`src/rtl/mc_ctrl.sv`:
```
// Multi-cycle main controller for a small MIPS subset.
// Sequences each instruction through FETCH/DECODE/EXEC/MEM/WB and drives the
// fetch unit's next-PC controls plus all datapath enables and mux selects.
module mc_ctrl #(
  parameter int unsigned CNT_W        = 32,
  parameter bit          ILLEGAL_HALT = 1'b0
) (
  input  logic             clk,
  input  logic             rst,
  input  logic [31:0]      instruction,
  input  logic [31:0]      zero,
  output logic [1:0]       nPC_sel,
  output logic             j_sel,
  output logic             pc_we,
  output logic             ir_we,
  output logic             reg_we,
  output logic [1:0]       reg_dst,
  output logic [1:0]       wd_sel,
  output logic             alu_src,
  output logic [1:0]       ext_op,
  output logic [1:0]       alu_op,
  output logic             mem_we,
  output logic             illegal,
  output logic [2:0]       state_o,
  output logic [CNT_W-1:0] retired
);

  typedef enum logic [2:0] {
    StFetch  = 3'd0,
    StDecode = 3'd1,
    StExec   = 3'd2,
    StMem    = 3'd3,
    StWb     = 3'd4,
    StHalt   = 3'd5
  } state_e;

  localparam logic [5:0] OpRtype = 6'h00;
  localparam logic [5:0] OpJ     = 6'h02;
  localparam logic [5:0] OpJal   = 6'h03;
  localparam logic [5:0] OpBeq   = 6'h04;
  localparam logic [5:0] OpOri   = 6'h0d;
  localparam logic [5:0] OpLui   = 6'h0f;
  localparam logic [5:0] OpLw    = 6'h23;
  localparam logic [5:0] OpSw    = 6'h2b;
  localparam logic [5:0] FnAddu  = 6'h21;
  localparam logic [5:0] FnSubu  = 6'h23;
  localparam logic [5:0] FnJr    = 6'h08;

  localparam logic [CNT_W-1:0] CntOne = {{(CNT_W-1){1'b0}}, 1'b1};

  state_e           state_q, state_d;
  logic [5:0]       op_q, funct_q;
  logic [CNT_W-1:0] retired_q;

  logic is_addu, is_subu, is_jr, is_ori, is_lui, is_lw, is_sw, is_beq, is_j, is_jal;
  logic is_exec;
  logic [1:0] alu_op_e, ext_op_e;
  logic       alu_src_e;

  logic [1:0] npc_c, reg_dst_c, wd_sel_c, ext_op_c, alu_op_c;
  logic       j_sel_c, pc_we_c, ir_we_c, reg_we_c, alu_src_c, mem_we_c, illegal_c;

  // Branch resolution lives in the fetch unit, and only op/funct are decoded here.
  logic unused_inputs;
  assign unused_inputs = ^{zero, instruction[25:6]};

  // Decode the latched opcode into instruction classes and their ALU settings.
  always_comb begin
    is_addu   = (op_q == OpRtype) && (funct_q == FnAddu);
    is_subu   = (op_q == OpRtype) && (funct_q == FnSubu);
    is_jr     = (op_q == OpRtype) && (funct_q == FnJr);
    is_ori    = (op_q == OpOri);
    is_lui    = (op_q == OpLui);
    is_lw     = (op_q == OpLw);
    is_sw     = (op_q == OpSw);
    is_beq    = (op_q == OpBeq);
    is_j      = (op_q == OpJ);
    is_jal    = (op_q == OpJal);
    is_exec   = is_addu | is_subu | is_ori | is_lui | is_lw | is_sw | is_beq;
    alu_op_e  = 2'b00;
    alu_src_e = 1'b0;
    ext_op_e  = 2'b00;
    if (is_subu || is_beq) begin
      alu_op_e = 2'b01;
    end else if (is_ori) begin
      alu_op_e  = 2'b10;
      alu_src_e = 1'b1;
    end else if (is_lui) begin
      alu_op_e  = 2'b10;
      alu_src_e = 1'b1;
      ext_op_e  = 2'b10;
    end else if (is_lw || is_sw) begin
      alu_src_e = 1'b1;
      ext_op_e  = 2'b01;
    end
  end

  // Next-state and per-state control outputs; every control is 0 unless set below.
  always_comb begin
    state_d   = state_q;
    npc_c     = 2'b00;
    j_sel_c   = 1'b0;
    pc_we_c   = 1'b0;
    ir_we_c   = 1'b0;
    reg_we_c  = 1'b0;
    reg_dst_c = 2'b00;
    wd_sel_c  = 2'b00;
    alu_src_c = 1'b0;
    ext_op_c  = 2'b00;
    alu_op_c  = 2'b00;
    mem_we_c  = 1'b0;
    illegal_c = 1'b0;
    unique case (state_q)
      StFetch: begin
        ir_we_c = 1'b1;
        state_d = StDecode;
      end
      StDecode: begin
        if (is_j) begin
          pc_we_c = 1'b1;
          j_sel_c = 1'b1;
          state_d = StFetch;
        end else if (is_jal) begin
          pc_we_c   = 1'b1;
          j_sel_c   = 1'b1;
          reg_we_c  = 1'b1;
          reg_dst_c = 2'b10;
          wd_sel_c  = 2'b10;
          state_d   = StFetch;
        end else if (is_jr) begin
          pc_we_c = 1'b1;
          npc_c   = 2'b11;
          state_d = StFetch;
        end else if (is_exec) begin
          state_d = StExec;
        end else begin
          illegal_c = 1'b1;
          if (ILLEGAL_HALT) begin
            state_d = StHalt;
          end else begin
            pc_we_c = 1'b1;
            state_d = StFetch;
          end
        end
      end
      StExec: begin
        alu_op_c  = alu_op_e;
        alu_src_c = alu_src_e;
        ext_op_c  = ext_op_e;
        if (is_beq) begin
          pc_we_c = 1'b1;
          npc_c   = 2'b10;
          state_d = StFetch;
        end else if (is_lw || is_sw) begin
          state_d = StMem;
        end else begin
          state_d = StWb;
        end
      end
      StMem: begin
        alu_op_c  = alu_op_e;
        alu_src_c = alu_src_e;
        ext_op_c  = ext_op_e;
        if (is_sw) begin
          mem_we_c = 1'b1;
          pc_we_c  = 1'b1;
          state_d  = StFetch;
        end else begin
          state_d = StWb;
        end
      end
      StWb: begin
        alu_op_c  = alu_op_e;
        alu_src_c = alu_src_e;
        ext_op_c  = ext_op_e;
        reg_we_c  = 1'b1;
        pc_we_c   = 1'b1;
        reg_dst_c = (is_addu || is_subu) ? 2'b01 : 2'b00;
        wd_sel_c  = is_lw ? 2'b01 : 2'b00;
        state_d   = StFetch;
      end
      StHalt: begin
        state_d = StHalt;
      end
      default: begin
        state_d = StFetch;
      end
    endcase
  end

  // State register, opcode/funct latch and retired-instruction counter.
  always_ff @(posedge clk or negedge rst) begin
    if (!rst) begin
      state_q   <= StFetch;
      op_q      <= 6'd0;
      funct_q   <= 6'd0;
      retired_q <= '0;
    end else begin
      state_q <= state_d;
      if (ir_we_c) begin
        op_q    <= instruction[31:26];
        funct_q <= instruction[5:0];
      end
      if (pc_we_c) begin
        retired_q <= retired_q + CntOne;
      end
    end
  end

  // Reset forces every output low, even the FETCH-state ir_we.
  always_comb begin
    nPC_sel = rst ? npc_c     : 2'b00;
    j_sel   = rst & j_sel_c;
    pc_we   = rst & pc_we_c;
    ir_we   = rst & ir_we_c;
    reg_we  = rst & reg_we_c;
    reg_dst = rst ? reg_dst_c : 2'b00;
    wd_sel  = rst ? wd_sel_c  : 2'b00;
    alu_src = rst & alu_src_c;
    ext_op  = rst ? ext_op_c  : 2'b00;
    alu_op  = rst ? alu_op_c  : 2'b00;
    mem_we  = rst & mem_we_c;
    illegal = rst & illegal_c;
    state_o = rst ? state_q   : 3'd0;
    retired = rst ? retired_q : '0;
  end

endmodule
```
`config.mk`:
```
export PLATFORM = sky130hd
export DESIGN_NAME = mc_ctrl
export DESIGN_NICKNAME = d
export VERILOG_FILES = /design/src/rtl/mc_ctrl.sv
export SDC_FILE = /design/constraint.sdc
export NUM_CORES = 1
export LEC_CHECK = 0
export CAP_MARGIN = 20
export CORE_MARGIN = 4
export CORE_UTILIZATION = 40
export DETAILED_ROUTE_END_ITERATION = 6
export PLACE_DENSITY = 0.77
export SLEW_MARGIN = 10
export SYNTH_ARGS = -nofsm -noshare
export SYNTH_HDL_FRONTEND = slang
export SYNTH_SLANG_ARGS = --single-unit
```
`constraint.sdc`:
```
create_clock -name clk -period 2.7 [get_ports clk]
set_input_delay 0.675 -clock clk [delete_from_list [all_inputs] [get_ports clk]]
set_output_delay 0.675 -clock clk [all_outputs]
set_load 0.05 [all_outputs]
```
==> results of run 1 <==
## critical path: stages (launching register included)
cell and delay, ns:
dfrtp_2 0.45, nand2b_1 0.19, o22ai_1 0.09, o21bai_1 0.23, nand2_1 0.16, nor4b_4 0.37, buf_12 0.18
## cells in the final DEF, fill, tap and decap left out, drive strengths merged
cell type | netlist | final
buf | 7 | 63
dfrtp | 47 | 47
and2 | 40 | 40
xnor2 | 29 | 29
nand2 | 23 | 23
nand4 | 14 | 14
nand3 | 14 | 14
nor2 | 14 | 14
mux2 | 12 | 12
clkdlybuf4s50 | 0 | 12
and3 | 9 | 9
nor3 | 8 | 8
inv | 6 | 7
nand2b | 6 | 6
clkbuf | 6 | 5
and4 | 4 | 4
nand4b | 4 | 4
nor2b | 4 | 4
a21oi | 3 | 3
nor4b | 3 | 3
and3b | 2 | 2
o21bai | 2 | 2
a31oi | 2 | 2
o31ai | 2 | 2
o21ai | 2 | 2
nand3b | 2 | 2
xor2 | 2 | 2
bufinv | 0 | 2
nor4 | 2 | 2
o22ai | 1 | 1
a22oi | 1 | 1
mux2i | 1 | 1
a31o | 1 | 1
nor3b | 1 | 1
ha | 1 | 1
## power groups by stage
stage | combinational, W | clock [W] | sequential, W
global placement | 0.00140 | 0 | 0.00110
global route | 0.00160 | 0.000681 | 0.00116
finish | 0.00149 | 0.000641 | 0.00113
detailed placement | 0.00142 | 0 | 0.00111
CTS | 0.00142 | 0.000655 | 0.00110
floorplan | 0.00107 | 0 | 0.00101
## worst paths after layout
path                               startpoint             to  slack, ns  cells after the start
worst max-delay path                  op_q[2]        illegal       0.06                      6
worst min-delay path                      rst  retired_q[25]       0.34                      2
worst max register to register        op_q[3]   retired_q[1]       0.63                      6
worst min register to register  retired_q[31]  retired_q[31]       0.49                      1
max in group asynchronous                 rst        op_q[2]       1.67                      3
min in group clk                retired_q[31]  retired_q[31]       0.49                      1
## metrics by stage
step	setup slack [ns]	cells
2_1_floorplan	0.0747	275
3_3_place_gp	0.308	410
3_5_place_dp	0.274	410
4_1_cts	-0.0496	419
5_1_grt	-0.0576	422
6_report	0.0575	422
## sequential cells by signal, indices dropped and copies added, names as in the netlist
register,cells
retired_q,32
op_q,6
funct_q,6
state_q,3
## cell families after synthesis
| kind of cell | after synthesis | share of synthesized area, % |
|---|---|---|
| and+or+nand+nor | 150 | 32.7 |
| adders and majority gates | 1 | 0.466 |
| xor gates and xnor gates | 31 | 10.1 |
| muxes | 13 | 5.41 |
| DFF | 47 | 43.8 |
| AOI/OAI and AO/OA | 14 | 3.68 |
| buffers and inverters | 19 | 3.73 |
## layer usage
layer | up-vias | share of wire (%) | global-route usage (%)
met5 | - | 0 | 0
met4 | 0 | 1.9 | 5.48
li1 | 1084 | - | -
met2 | 69 | 50 | 26.2
met1 | 1076 | 42 | 20.8
met3 | 11 | 5.4 | 3.42
## what timing repair did
action	in CTS	in global routing
setup endpoints to repair	8	12
hold buffers	0	0
pin swaps	1	5
cloned	0	0
resized for setup	1	16
setup buffers	1	3
## layout make-up
cell class | count | area share (%)
clock buffer | 5 | 1.66
clock inverter | 3 | 1.72
inverter | 6 | 0.542
multi-input combinational | 209 | 35.4
sequential | 47 | 28.5
tap | 77 | 2.32
timing repair buffer | 75 | 29.9
==> results.md, run 1 <==
- Net Count, Synth: 342
- Slew @ Worst Pin: 0.508 ns
- Crit path time final: 2.64 ns
- Pint: 0.00197 W
- Via count: 2,240
- Synthesized cell area: 2680 um2
- Syn Inst Count: 275
- Pre-antenna DRT Iters: 4
- Share of cells above drive strength 1: 31.0%
- IO Pins: 118
- Synth warn: 0
- Clock slew at reported path FFs: 0.10 ns
- Initial antenna violation count: 0
- Post-synth EDFFs: 0
- Crit. End Element: primary output
- DP HPWL: 4640 um
- TritonCTS buffer count: 5
- Most frequent cells after synthesis: 47 x dfrtp_1, 40 x and2_1, 29 x xnor2_1, 23 x nand2_1
- Register area share after synthesis: 43.8%
- Fillers: 468
- Final Max Slew Viols: 0
- Sw Pwr: 0.00130 W
- Final Hold Fails: 0
- Combinational power share: 45.8%
- Synth area leaders: dfrtp_1 44%, xnor2_1 9.5%, and2_1 9.3%
- RSZ-0062 raised after global routing: yes
- Final net count: 411
- Sequential share of power: 34.6%
- Tot GR Track Use: 15.9%
- Final Setup Violations: 0
- DR vias/cell: 5.31
- Die Height: 89.9 um
- FP Rows: 29
- First-pass GRT wire length: 10,700 um
- Root buffer cell: clkbuf_8
- WS Path Type: reg2out
- Worst endpoint required time: 2.03 ns
- Synth Register Bits: 47
- WL/cell: 15.0 um
- Most instantiated library cell after synthesis: dfrtp_1
- Synth Flop Type: dfrtp_1
- Static Leak: 1.72 nW
- Largest net degree at the start of global routing: 53
- Die Area: 8080 um2
- Max-cap check violation count: 0
- # DRC: 0
- Worst-Skew Late Latency: 0.31 ns
- Arr. time, crit path: 1.97 ns
- Synth-to-layout area growth: 54.9%
- Maximum VDD drop: 0.635 mV
- WHS: 0.343 ns
- Placed cell area: 3940 um2
- Synthesized area per cell: 9.75 um2
- PwrDens: 786 nW/um2
- Clock power frac: 19.6%
- Synth area leader: dfrtp_1
- Via count of the first global-routing pass: 2,129
- Asr flop ratio synth: 100%
- Max Fclk: 0.378 GHz
- Final WL: 6320 um
- Number of diodes: 0
- Chip width: 89.9 um
- Port bufs: 65
- Final Cycle Share: 97.9%
- Crit path launch type: register
- Worst Clk Skew: 0.00860 ns
- Clk buf depth: 2
- Layout Utilization: 64.7%
- Antenna viol nets, final: 0
- Core area: 6420 um2
- Slew Limit Headroom: 66.2%
- Switching Fraction: 39.8%
- Multi-input gate area: 1470 um2
- RePlAce Congestion: 0.865
- Design area: 4160 um2
- Status: finished clean
- Flip-flop and latch area: 1180 um2
- DR iter-0 viols: 147
- CTS tree: built
- Remaining Overflow, GRT: 0
- Netlist cell types: 39
- Clk sinks: 47
- Power Total: 0.00327 W
- TNS Setup: 0 ns
- Yosys top cell area share: 43.8%
- Crit-path max FO: 8
- Starting Density: 41.8%
- Hold Crit Class: in2async
- Max H-tree Level: 2
Note: power is estimated with default switching activity, not from simulation.
==> inputs of run 2 (changes only) <==
--- a/config.mk
+++ b/config.mk
@@ -10,6 +10,7 @@
 export CORE_UTILIZATION = 40
 export DETAILED_ROUTE_END_ITERATION = 6
 export PLACE_DENSITY = 0.77
+export SETUP_SLACK_MARGIN = 0.15
 export SLEW_MARGIN = 10
 export SYNTH_ARGS = -nofsm -noshare
 export SYNTH_HDL_FRONTEND = slang
==> run 2 against run 1 <==
Effect of this change: cell count is 2.1% higher; register-to-register slack worse by 0.08 ns; non-clock buffer count is 9 higher; routed wire length is 8.4% higher; critical path type unchanged.
==> results.md, run 2 (synthesized netlist as in run 1, its figures left out) <==
- Status: finished clean (unchanged)
- Slew @ Worst Pin: 0.666 ns (was 0.508 ns)
- WL/cell: 15.9 um (was 15.0 um)
- Via count of the first global-routing pass: 2,266 (was 2,129)
- WHS: 0.376 ns (was 0.343 ns)
- Crit-path max FO: 6 (was 8)
- Port bufs: 65 (unchanged)
- Commonest non-fill, non-tap cell in the layout: buf_12 (unchanged)
- Final Cycle Share: 97.2% (was 97.9%)
- Arr. time, crit path: 1.95 ns (was 1.97 ns)
- Layout Utilization: 66.8% (was 64.7%)
- Clock slew at reported path FFs: 0.11 ns (was 0.10 ns)
- Reg2Reg Setup Slack: 0.55 ns (was 0.63 ns)
- Clk buf depth: 2 (unchanged)
- Root buffer cell: clkbuf_8 (unchanged)
- Hold Crit Class: in2async (unchanged)
- Crit. End Element: primary output (unchanged)
- Starting Density: 41.8% (unchanged)
- DR top layer: met4 (unchanged)
- Tot GR Track Use: 16.2% (was 15.9%)
- # DRC: 0 (unchanged)
- Final Max Slew Viols: 0 (unchanged)
- Max H-tree Level: 2 (unchanged)
- Most frequent cells in the layout: 52 x buf_12, 40 x dfrtp_1, 39 x and2_1, 29 x xnor2_1, 20 x nand2_1 (was 52 x buf_12, 40 x and2_1, 40 x dfrtp_1, 29 x xnor2_1, 22 x nand2_1)
- Final Setup Violations: 0 (unchanged)
- DR iter-0 viols: 132 (was 147)
- Biggest registers after layout: retired_q x32, funct_q x6, op_q x6 (unchanged)
- CTS tree: built (unchanged)
- DR vias/cell: 5.33 (was 5.31)
- Share of cells above drive strength 1: 36.2% (was 31.0%)
- Met3 Routed Length: 290 um (was 342 um)
- Die Height: 89.9 um (unchanged)
- Synth-to-layout area growth: 60.0% (was 54.9%)
- Worst-Skew Late Latency: 0.31 ns (about the same)
- Max Fclk: 0.381 GHz (was 0.378 GHz)
- Chip width: 89.9 um (unchanged)
- Initial antenna violation count: 0 (unchanged)
- IO Pins: 118 (unchanged)
- Final Hold Fails: 0 (unchanged)
- Hold Buf Count CTS: 0 (unchanged)
- CP bufs+invs: 1 (unchanged)
- Via count: 2,297 (was 2,240)
- Wire length on met2: 3610 um (was 3180 um)
- Remaining Overflow, GRT: 0 (unchanged)
- Crit path time final: 2.62 ns (was 2.64 ns)
- Critical path's largest stage delay: 0.47 ns (was 0.45 ns)
- Final WL: 6860 um (was 6320 um)
- Critical path's top delay family: simple AND/OR/NAND/NOR gates (unchanged)
- Core area: 6420 um2 (unchanged)
- RSZ-0062 raised after global routing: yes (unchanged)
- TNS Setup: 0 ns (unchanged)
- Crit path launch type: register (unchanged)
- TritonCTS buffer count: 5 (unchanged)
- Worst path cell trace: nor3_4, and4_2, and3_2, o21bai_2, buf_12 (was nand2b_1, o22ai_1, o21bai_1, nand2_1, nor4b_4, buf_12)
- Worst endpoint required time: 2.03 ns (about the same)
- Number of diodes: 0 (unchanged)
- Maximum VDD drop: 0.661 mV (was 0.635 mV)
- Max-cap check violation count: 0 (unchanged)
- WS Path Type: reg2out (unchanged)
- Met1 WL: 2840 um (was 2680 um)
- Antenna viol nets, final: 0 (unchanged)
- Reg with most FFs: retired_q (unchanged)
- Max reg flops: 32 (unchanged)
- Largest net degree at the start of global routing: 50 (was 53)
- PwrDens: 781 nW/um2 (was 786 nW/um2)
- Worst Clk Skew: 0.0194 ns (was 0.00860 ns)
- Placed cell area: 3940 um2 (about the same)
- Pre-antenna DRT Iters: 4 (unchanged)
- FP Rows: 29 (unchanged)
- Static Leak: 1.77 nW (was 1.72 nW)
- Slew Limit Headroom: 55.4% (was 66.2%)
- DP HPWL: 4640 um (about the same)
- Design area: 4290 um2 (was 4160 um2)
- Die Area: 8080 um2 (unchanged)
- Clk sinks: 47 (unchanged)
- First-pass GRT wire length: 10,900 um (was 10,700 um)
- Final net count: 420 (was 411)
- Slowest cell on the critical path: dfrtp_2 (unchanged)
- RePlAce Congestion: 0.865 (about the same)
-- run 2: changes by cell type in the layout (fill, tap and decap cells not counted), sizes merged --
cell / before / now
buf: 63 / 71
bufinv: 2 / 1
clkbuf: 5 / 6
clkinvlp: 0 / 1
-- run 2: per-stage QoR --
| step | instances | worst slack, ns | power, W |
|---|---|---|---|
| after floorplan | 275 | 0.108 | 0.00208 |
| after global placement | 408 | 0.286 | 0.00250 |
| after detailed placement | 408 | 0.272 | 0.00254 |
| after CTS | 423 | 0.114 | 0.00320 |
| after global routing | 431 | -0.000909 | 0.00352 |
| final | 431 | 0.0762 | 0.00335 |
-- run 2: power by group --
part	leakage (nW)	switching (W)	internal (W)	total [W]
clock	0.0548	0.000262	0.000279	0.000541
combinational	1.11	0.000859	0.000811	0.00167
sequential	0.607	0.000265	0.000878	0.00114
total	1.77	0.00139	0.00197	0.00335
-- run 2: layout make-up --
| class | instances | area (um2) |
|---|---|---|
| Clock buffer | 5 | 68.8 |
| Clock inverter | 3 | 46.3 |
| Fill cell | 466 | 2130 |
| Inverter | 6 | 25.0 |
| Multi-Input combinational cell | 209 | 1540 |
| Sequential cell | 47 | 1180 |
| Tap cell | 77 | 96.3 |
| Timing Repair Buffer | 84 | 1330 |
-- run 2: worst paths after layout --
check	from	end	cells after the start
min in group clk	retired_q[22]	retired_q[22]	1
setup / recovery	op_q[5]	nPC_sel[1]	5
max in group asynchronous	rst	op_q[5]	2
hold reg to reg	retired_q[22]	retired_q[22]	1
hold / removal	rst	retired_q[25]	2
setup reg to reg	retired_q[0]	retired_q[22]	7
-- run 2: worst reg2reg max path: cells and delay by family, from the launching register on --
kind	cells	cell delay [ns]
simple gates	5	1.35
fa+ha+maj	1	0.18
flops	1	0.42
xor+xnor	1	0.15
-- run 2: what timing repair did --
action                                 in CTS  in global routing
buffers inserted                            7                  8
setup endpoints to repair                  13                 12
pin swaps                                   8                 10
gates resized for setup                    16                 22
endpoints found under the hold margin       0                  0
-- run 2: layer usage --
metal  GRT usage [%]  vias to the layer above
met5               0                        -
met4            4.97                        0
met3            3.17                        9
met2            27.8                       60
met1            20.7                     1127
li1                -                     1101
==> RTL change 1, RTL diff (config.mk and constraints of run 1) <==
Change the parameter `ILLEGAL_HALT` from 1'b0 to 1'b1.
--- a/src/rtl/mc_ctrl.sv
+++ b/src/rtl/mc_ctrl.sv
@@ -4,5 +4,5 @@
 module mc_ctrl #(
   parameter int unsigned CNT_W        = 32,
-  parameter bit          ILLEGAL_HALT = 1'b0
+  parameter bit          ILLEGAL_HALT = 1'b1
 ) (
   input  logic             clk,
Behaviour: not the same (Yosys sat finds a counterexample within 4 cycles, from zero or initial values and one cycle with rst low).
==> RTL change 1 against run 1 <==
- wire length increased by 15%
- clock skew shrank 3.1 ps
- clock power fell by 13%
- sequential cell count unchanged
- first-iteration DRC count increased by 23%
- cell count grew 6.6%
- final area up 5.8%
- synthesized area rose by 5.9%
- maximum frequency down 1.2%
- critical path depth unchanged
- total power shrank 8.7%
- worst setup slack lost 31 ps
- largest cell class unchanged
- largest power group unchanged
==> RTL change 1: results (changes against run 1) <==
stage	metric	value	unit	change
placed_design	placed cell count	436		+6.3%
placed_design	detailed-placement wirelength estimate	5.051	mm	+8.8%
routing	number of vias after detailed routing	2460		+9.8%
global_routing	global-route total usage across every layer	0.1642		+0.005056
placed_design	Placement Setup Slack	259.7	ps	-14.50 ps
routing	total wire length after detailed routing	7.264	mm	+15%
power_and_ir_drop	leakage power summed over all cells	1.850	nW	+7.3%
clock_network	clock input transition at the sequential cells of the worst setup and hold paths	90	ps	
setup_path	number of cells traversed by the worst register-to-register path	7		+1
setup_path	critical path's largest stage delay	480	ps	+30 ps
placed_design	instance area at placement	4151	sq um	+5.5%
routing	Starting DRT DRC Count	181		+23%
placed_design	weighted congestion reported at the end of routability-driven placement	0.8329		-3.7%
timing	tightest slew margin relative to the limit	0.4520		-0.2095
synthesis	count of different cell masters after synthesis	56		+44%
final_layout	final net count	420		+2.2%
setup_path	signal arrival time at the worst endpoint	2000	ps	+30 ps
synthesis	fraction of the yosys area taken by sequential cells	0.4139		-0.02452
global_routing	largest net degree at the start of global routing	58		+9.4%
synthesis	synth cell count leaders	sky130_fd_sc_hd__dfrtp_1 (47), sky130_fd_sc_hd__and2_1 (41), sky130_fd_sc_hd__nand2_1 (20), sky130_fd_sc_hd__xnor2_1 (17), sky130_fd_sc_hd__xor2_1 (15)		
power_and_ir_drop	switching power	1.169	mW	-9.9%
power_and_ir_drop	VDD IR max	0.3993	mV	-37%
clock_network	source-to-sink clock delay at the later pin of the worst-skew pair	300	ps	
timing	Post-Route Skew	5.539	ps	-3.060 ps
global_routing	first-pass GRT wire length	11.41	mm	+6.9%
global_routing	vias in the first global route	2330		+9.4%
run_status	run status	finished, final reports clean		
synthesis	Synth area leaders	sky130_fd_sc_hd__dfrtp_1 (41%), sky130_fd_sc_hd__and2_1 (9.0%), sky130_fd_sc_hd__xnor2_1 (5.2%), sky130_fd_sc_hd__mux2_2 (4.8%), sky130_fd_sc_hd__xor2_1 (4.6%)		
final_layout	fraction of final layout cells sized beyond drive strength 1	0.3559		+0.04579
[RTL change 1: timing repair]
item | CTS | global route
resized for setup | 8 | 12
pin swaps | 0 | 5
setup endpoints to repair | 3 | 7
buffers inserted | 1 | 5
[RTL change 1: power groups by stage]
stage / clock, mW / sequential [mW] / combinational, mW
after floorplan: 0 / 1.01 / 0.822
after global placement: 0 / 1.06 / 1.17
after detailed placement: 0 / 1.07 / 1.19
after CTS: 0.561 / 1.09 / 1.23
after global routing: 0.584 / 1.14 / 1.39
final: 0.555 / 1.11 / 1.32
[RTL change 1: final cells by class]
type | count | area (sq um)
fill | 532 | 2432
multi-input combinational | 215 | 1660
timing repair buffer | 81 | 1299
sequential | 47 | 1184
tap | 96 | 120.1
clock buffer | 6 | 82.58
clock inverter | 2 | 38.79
inverter | 3 | 15.01
[RTL change 1: logic make-up (layout without fill, tap and decap cells)]
logic type,count (synthesis),after routing,share of synthesized area
XOR/XNOR,32,32,0.09864
AND/OR/NAND/NOR,126,126,0.2765
AO/OA/AOI/OAI,44,44,0.1211
adder cells (fa/ha/maj),1,1,0.004403
buffers and inverters,18,92,0.03786
flip-flops,47,47,0.4139
multiplexers,12,12,0.04756
[RTL change 1: path summary, 6_finish.rpt]
kind | start | endpoint | slack, ps
max in group asynchronous | rst | state_q[2] | 1980
worst min-delay path | rst | op_q[3] | 220
worst max-delay path | op_q[0] | pc_we | 30
worst min register to register | retired_q[31] | retired_q[31] | 480
min in group clk | retired_q[31] | retired_q[31] | 480
worst max register to register | op_q[1] | retired_q[11] | 660
[RTL change 1: metal layers]
metal	global-route usage	share of wire
met1	0.2247	0.42
met2	0.2658	0.52
met3	0.02051	0.045
met4	0.06064	0.020
met5	0	0
==> RTL change 2, RTL diff (config.mk and constraints of run 1) <==
Without the edit above. Reset style: synchronous (`rst`), changed in one clocked block.
--- a/src/rtl/mc_ctrl.sv
+++ b/src/rtl/mc_ctrl.sv
@@ -190,5 +190,5 @@
 
   // State register, opcode/funct latch and retired-instruction counter.
-  always_ff @(posedge clk or negedge rst) begin
+  always_ff @(posedge clk) begin
     if (!rst) begin
       state_q   <= StFetch;
Behaviour: same outputs for any inputs over 10 cycles, from zero or initial values and one cycle with rst low; that may be too few to reach the edited logic, so the function may still have changed.
==> RTL change 2 against run 1 <==
- highest routed layer unchanged
- synthesized area is 10% higher
- critical path depth decreased by 1
- worst setup slack lost 49 ps
- sequential cell count unchanged
- wire length increased by 28%
- final area increased by 11%
Power is not compared: it rests on default switching activity, and its combinational part moved more than twofold at a synthesized area within 25%.
==> RTL change 2: results (changes against run 1) <==
stage	metric	value	unit	change
placed_design	instance area at placement	4375	sq um	+11%
synthesis	fraction of the yosys area taken by sequential cells	0.3176		-0.1209
global_routing	first-pass GRT wire length	13.34	mm	+25%
setup_path	Critical R2R Capture	retired_q[21]		
setup_path	worst reg2reg setup slack	290	ps	-340 ps
run_status	run status	finished, final reports clean		
setup_path	crit-path max FO	6		-2
timing	achievable frequency	371.6	MHz	-1.8%
global_routing	largest net degree at the start of global routing	25		-53%
synthesis	area fraction in compound gates after synthesis	0.1769		+0.1401
final_layout	number of multi-input logic gates	275		+32%
synthesis	synth cell count leaders	sky130_fd_sc_hd__nor2_1 (48), sky130_fd_sc_hd__dfxtp_1 (47), sky130_fd_sc_hd__nand2_1 (40), sky130_fd_sc_hd__and2_1 (28), sky130_fd_sc_hd__a21oi_1 (26)		
routing	total wire length after detailed routing	8.090	mm	+28%
global_routing	global-route total usage across every layer	0.1846		+0.02553
placed_design	weighted congestion reported at the end of routability-driven placement	0.8532		-1.3%
setup_path	master of the slowest instance on the critical path	sky130_fd_sc_hd__or4b_4		
placed_design	detailed-placement wirelength estimate	5.972	mm	+29%
final_layout	share of cell area taken by multi-input logic gates	0.4222		+0.06822
synthesis	most common flop cell mapped by yosys	sky130_fd_sc_hd__dfxtp_1		
final_layout	final net count	500		+22%
hold_path	type of the tightest min-delay check	register to register		
timing	WHS	465.3	ps	+122.4 ps
synthesis	number of nets produced by synthesis	421		+23%
synthesis	Avg Inst Size Synth	8.370	sq um	-14%
timing	min Tclk post-route	2691	ps	+48.55 ps
placed_design	placed cell count	524		+28%
synthesis	share of cell area taken by muxes after synthesis	0.1242		+0.07005
final_layout	Data buffer area share	0.3048		+0.006206
routing	number of vias after detailed routing	2877		+28%
setup_path	critical path's largest stage delay	540	ps	+90 ps
final_layout	area of all sequential standard cells	952.2	sq um	-20%
routing	Starting DRT DRC Count	261		+78%
synthesis	Synth area leaders	sky130_fd_sc_hd__dfxtp_1 (32%), sky130_fd_sc_hd__mux2_4 (7.1%), sky130_fd_sc_hd__nor2_1 (6.1%), sky130_fd_sc_hd__and2_1 (5.9%), sky130_fd_sc_hd__nand2_1 (5.1%)		
timing	Post-Route Skew	16.71	ps	+8.107 ps
final_layout	fraction of final layout cells sized beyond drive strength 1	0.3733		+0.06313
placed_design	Placement Setup Slack	4.438	ps	-269.8 ps
timing	measured slew at the worst slew-check pin	575.7	ps	+68.06 ps
==> RTL change 2: changes by cell type in the layout (fill, tap and decap cells not counted), sizes merged, moves of 16 or more <==
cell	change
nor2	+34
mux2	+16
xnor2	-29
a21oi	+26
nand2	+17
dfrtp	-47
buf	+18
dfxtp	+47
==> RTL change 2: repair_timing <==
| item | CTS | global route |
|---|---|---|
| buffers inserted | 0 | 1 |
| endpoints found under the setup margin | 4 | 7 |
| resized for setup | 10 | 9 |
==> RTL change 2: per-layer routing <==
| layer | vias to the layer above | part of all wire | GRT usage |
|---|---|---|---|
| li1 | 1413 | - | - |
| met1 | 1375 | 0.42 | 0.2323 |
| met2 | 81 | 0.52 | 0.3323 |
| met3 | 8 | 0.047 | 0.02083 |
| met4 | 0 | 0.0096 | 0.04813 |
| met5 | - | 0 | 0 |
